## config.mk

```make
export PLATFORM = sky130hd
export DESIGN_NAME = clk_ratio_detector
export DESIGN_NICKNAME = d
export VERILOG_FILES = /design/src/rtl/clk_ratio_detector_pkg.sv /design/src/rtl/clk_ratio_detector_edge_detect.sv /design/src/rtl/clk_ratio_detector.sv
export SDC_FILE = /design/constraint.sdc
export NUM_CORES = 1
export LEC_CHECK = 0
export CAP_MARGIN = 15
export CORE_MARGIN = 2
export CORE_UTILIZATION = 45
export CTS_CLUSTER_DIAMETER = 60
export DETAILED_ROUTE_END_ITERATION = 16
export GPL_TIMING_DRIVEN = 0
export PLACE_DENSITY_LB_ADDON = 0.05
export SKIP_CTS_REPAIR_TIMING = 1
export SLEW_MARGIN = 10
export SYNTH_ARGS = -nofsm -noshare
export SYNTH_HDL_FRONTEND = slang
export SYNTH_SLANG_ARGS = --single-unit
```

## constraint.sdc

```tcl
create_clock -name clk -period 3.2 [get_ports clk]
set_clock_uncertainty 0.15 [all_clocks]
set_input_delay 0.64 -clock clk [delete_from_list [all_inputs] [get_ports clk]]
set_output_delay 0.64 -clock clk [all_outputs]
set_load 0.01 [all_outputs]
```

## src/rtl/clk_ratio_detector_pkg.sv

```systemverilog
// Shared clock-divider definitions: measurement FSM states and default
// counter sizing for the ratio detector.
package clk_ratio_detector_pkg;

    localparam int unsigned CRD_CNT_W    = 8;
    localparam int unsigned CRD_LOCK_CNT = 4;

    typedef enum logic [1:0] {
        IDLE  = 2'd0,
        FIRST = 2'd1,
        TRACK = 2'd2
    } crd_state_e;

endpackage

```

## src/rtl/clk_ratio_detector_edge_detect.sv

```systemverilog
// Rising-edge detector for a same-domain level input; rise is combinational
// from the current input and the registered previous sample.
module edge_detect (
    input  logic clk,
    input  logic rst,
    input  logic in,
    output logic rise
);

    logic prev_in;

    always_ff @(posedge clk or posedge rst) begin
        if (rst) begin
            prev_in <= 1'b0;
        end else begin
            prev_in <= in;
        end
    end

    assign rise = in & ~prev_in;

endmodule

```

## src/rtl/clk_ratio_detector.sv

```systemverilog
// Measures period and high time of a same-domain divided clock, flags lock
// after LOCK_CNT equal periods and reports a stuck input via err.
module clk_ratio_detector
    import clk_ratio_detector_pkg::*;
#(
    parameter int unsigned CNT_W    = CRD_CNT_W,
    parameter int unsigned LOCK_CNT = CRD_LOCK_CNT
) (
    input  logic             clk,
    input  logic             rst,
    input  logic             div_clk_in,
    output logic [CNT_W-1:0] ratio,
    output logic [CNT_W-1:0] high_cnt,
    output logic             ratio_valid,
    output logic             locked,
    output logic             err
);

    localparam int unsigned   MATCH_W = $clog2(LOCK_CNT + 1);
    localparam logic [CNT_W-1:0]   CNT_MAX   = '1;
    localparam logic [MATCH_W-1:0] MATCH_TOP = MATCH_W'(LOCK_CNT);

    crd_state_e         state_q, state_d;
    logic [CNT_W-1:0]   per_cnt_q, per_cnt_d;
    logic [CNT_W-1:0]   hi_acc_q, hi_acc_d;
    logic [MATCH_W-1:0] match_q, match_d;
    logic [CNT_W-1:0]   ratio_d, high_cnt_d;
    logic               ratio_valid_d, locked_d, err_d;
    logic               rise;
    logic               capture;

    edge_detect u_edge_detect (
        .clk  (clk),
        .rst  (rst),
        .in   (div_clk_in),
        .rise (rise)
    );

    always_ff @(posedge clk or posedge rst) begin
        if (rst) begin
            state_q     <= IDLE;
            per_cnt_q   <= '0;
            hi_acc_q    <= '0;
            match_q     <= '0;
            ratio       <= '0;
            high_cnt    <= '0;
            ratio_valid <= 1'b0;
            locked      <= 1'b0;
            err         <= 1'b0;
        end else begin
            state_q     <= state_d;
            per_cnt_q   <= per_cnt_d;
            hi_acc_q    <= hi_acc_d;
            match_q     <= match_d;
            ratio       <= ratio_d;
            high_cnt    <= high_cnt_d;
            ratio_valid <= ratio_valid_d;
            locked      <= locked_d;
            err         <= err_d;
        end
    end

    always_comb begin
        state_d       = state_q;
        per_cnt_d     = per_cnt_q;
        hi_acc_d      = hi_acc_q;
        match_d       = match_q;
        ratio_d       = ratio;
        high_cnt_d    = high_cnt;
        err_d         = 1'b0;
        capture       = 1'b0;

        // Period and high-time accumulators restart on every rise.
        if (rise) begin
            per_cnt_d = CNT_W'(1);
            hi_acc_d  = CNT_W'(1);
        end else begin
            if (per_cnt_q != CNT_MAX) begin
                per_cnt_d = per_cnt_q + CNT_W'(1);
            end
            if (div_clk_in && (hi_acc_q != CNT_MAX)) begin
                hi_acc_d = hi_acc_q + CNT_W'(1);
            end
        end

        case (state_q)
            IDLE: begin
                if (rise) begin
                    state_d = FIRST;
                end
            end
            FIRST, TRACK: begin
                // A rise on the saturating cycle is still a valid capture.
                if (rise) begin
                    capture = 1'b1;
                    state_d = TRACK;
                end else if (per_cnt_q == CNT_MAX) begin
                    err_d   = 1'b1;
                    match_d = '0;
                    state_d = IDLE;
                end
            end
            default: begin
                state_d = IDLE;
                match_d = '0;
            end
        endcase

        if (capture) begin
            ratio_d    = per_cnt_q;
            high_cnt_d = hi_acc_q + CNT_W'(div_clk_in) - CNT_W'(1);
            if (per_cnt_q == ratio) begin
                if (match_q != MATCH_TOP) begin
                    match_d = match_q + MATCH_W'(1);
                end
            end else begin
                match_d = MATCH_W'(1);
            end
        end

        ratio_valid_d = (state_d == TRACK);
        locked_d      = (match_d == MATCH_TOP);
    end

endmodule

```

==> flow_metrics.tcl <==
set metrics [dict create \
    status "finished, final reports clean" \
    antenna_left 0 \
    yosys_most_used_dff "dfrtp_1" \
    area_delta_synth_final_pct 18.7 \
    period_needed_ps 2460 \
    dp_hpwl_um 3090 \
    drt_first_pass_iters 4 \
    detail_route.wirelength_um 4330 \
    leakagePower_nw 1.13 \
    grt_usage 0.179 \
    ioPinCount 22 \
    drv_slew 0 \
    post-place-ws_ps 433 \
    clock-sinks 41 \
    place.gp.congestion 0.846 \
    htreeDepth 2 \
    cts_tree "yes" \
    clk_path_buf_depth 2 \
    grt_setup_unrepaired "false" \
    drt_iter0_drc 107 \
    clk_latency_ps 300 \
    crit_path_end_kind "flop" \
    yosys.area.top_type_share 0.483 \
    ys_types 38 \
    rows 24 \
    wl_per_cell_um 15.1 \
    initial_utilization 0.478 \
    period_share 0.769 \
    tightest_slew_ps 526 \
    tns_ps 0 \
    drcViolationCount 0 \
    critical_path_class "in -> reg" \
    worstHoldPathCells 2 \
    port_buffers 21 \
    path_clk_slew_ps 80 \
    core-area_sq_um 4440 \
    setup_violations 0 \
    irDropWorstVdd_v 0.000367 \
    nets 244 \
    powerDensity_nw_per_um2 759 \
    holdWs_ps 338 \
    synthTopCellsByCount "41 x dfrtp_1, 22 x nand2_1, 12 x nor2_1, 12 x o21ai_0, 12 x xnor2_1" \
    fp.dieW_um 72.7 \
    netlist_instances 204 \
    synth_edf_count 0 \
    final_area_sq_um 2520 \
    synth_nets 215 \
    crit_slowest_cell "clkdlybuf4s50_1" \
    grt_max_degree 27 \
    fmaxAchievable_mhz 406 \
    avgSynthCellArea_sq_um 10.4 \
    vias 1562 \
    critPathMaxFanout 10 \
    startpoint_type "input pin" \
    arrival_ps 2520 \
    layout-drive-gt1-share 0.141 \
    first_global_vias 1587 \
    max_stage_delay_ps 510 \
    p_total_w 0.00191 \
    die_y_um 72.7 \
    drv_cap 0 \
    fin_ws_ps 740 \
    reg2reg_depth 7 \
    dpl_cell_area_sq_um 2420 \
    slew-limit-headroom 0.649 \
    yosysTopAreaCell "dfrtp_1" \
    yosys_warnings 0 \
    synth_most_common_cell "dfrtp_1" \
    ys_seq_area_frac 0.483 \
    num_antenna_cells 0 \
    synth.ff_latch_count 41 \
    grt_pass1_wl_um 7310 \
    hold_violations 0 \
    synth_area_sq_um 2120 \
    dieArea_sq_um 5280 \
    viasPerCell 5.46 \
    globalRoute.totalOverflow 0 \
    synth_area_leaders "dfrtp_1 48%, xnor2_1 4.9%, ha_1 4.7%" \
    synthArstFlopShare 1.00 \
    numCtsBuffers 5 \
    hp-class "reg -> reg" \
    antenna_found_initial 0 \
    required_ps 3260 \
    clock-root-buffer "clkbuf_8" \
    crit_chain "clkdlybuf4s50_1 > nand3b_1 > buf_2 > clkbuf_1 > nand3_1 > a211oi_2" \
]
-- sequential cells by signal, indices dropped and copies added, names as in the netlist --
register / count
err: 1
high_cnt: 8
per_cnt_q: 8
hi_acc_q: 8
u_edge_detect.prev_in: 1
ratio_valid: 1
ratio: 8
locked: 1
state_q: 2
match_q: 3
-- worst paths after layout --
check                                  from          end  slack, ps
worst max-delay path             div_clk_in       locked        740
worst min-delay path            high_cnt[3]  high_cnt[3]        340
worst max register to register   state_q[1]       locked        860
worst min register to register  high_cnt[3]  high_cnt[3]        340
max in group asynchronous               rst     ratio[1]       1950
min in group asynchronous               rst       locked        480
-- per-layer routing --
layer	track usage	up-vias	share of wire
met3	0.0442	9	0.041
met1	0.228	762	0.45
met5	0	-	0
met2	0.290	32	0.50
li1	-	759	-
met4	0.0761	0	0.015
-- per-stage QoR --
| stage | cells | utilization |
|---|---|---|
| 6_report | 286 | 0.567 |
| 5_1_grt | 286 | 0.567 |
| 4_1_cts | 286 | 0.567 |
| 3_5_place_dp | 278 | 0.544 |
| 3_3_place_gp | 277 | 0.540 |
| 2_1_floorplan | 204 | - |
-- critical path, delay by kind of cell --
| family | cells | cell delay [ps] |
|---|---|---|
| buffers and inverters | 3 | 1230 |
| and+or+nand+nor | 2 | 400 |
| AOI/OAI and AO/OA | 1 | 260 |
-- kinds of logic (layout without fill, tap and decap cells) --
logic type,count (synthesis),count (layout),synth area share
mux,9,9,0.0471
fa+ha+maj,8,8,0.0471
simple gates,67,67,0.168
compound gates,33,33,0.107
xor+xnor,23,23,0.0984
flops,41,41,0.483
buf+inv,23,53,0.0495
-- where the power goes --
group | internal (W) | switching [W]
Combinational | 0.000382 | 0.000406
Clock | 0.000195 | 0.000182
Sequential | 0.000648 | 0.0000989
Total | 0.00122 | 0.000687
-- layout by cell type (no fill, tap or decap), types with 2 or more instances in the layout --
master,count
nand2_1,22
a31oi_1,6
buf_2,3
dfrtp_1,41
nor4_4,2
nand3_1,7
xnor2_1,12
clkbuf_8,7
buf_6,2
inv_1,10
nor3_1,9
nand4_1,4
clkdlybuf4s50_1,21
nor3b_1,2
or3_1,2
clkbuf_1,7
xor2_1,10
a21oi_1,4
a31o_2,2
o21ai_0,12
mux2_2,8
ha_1,8
nor2_1,12
and3_1,2
-- area by class of cell --
class	count	area (sq um)
plain buffers	12	63.8
clock buffers	7	96.3
clock inverters	1	5.00
fillers	378	1920
inverters	11	41.3
multi-input cells	140	992
flip-flops and latches	41	1030
well taps	52	65.1
repair buffers	22	230
Power figures use the tool's default switching activity.
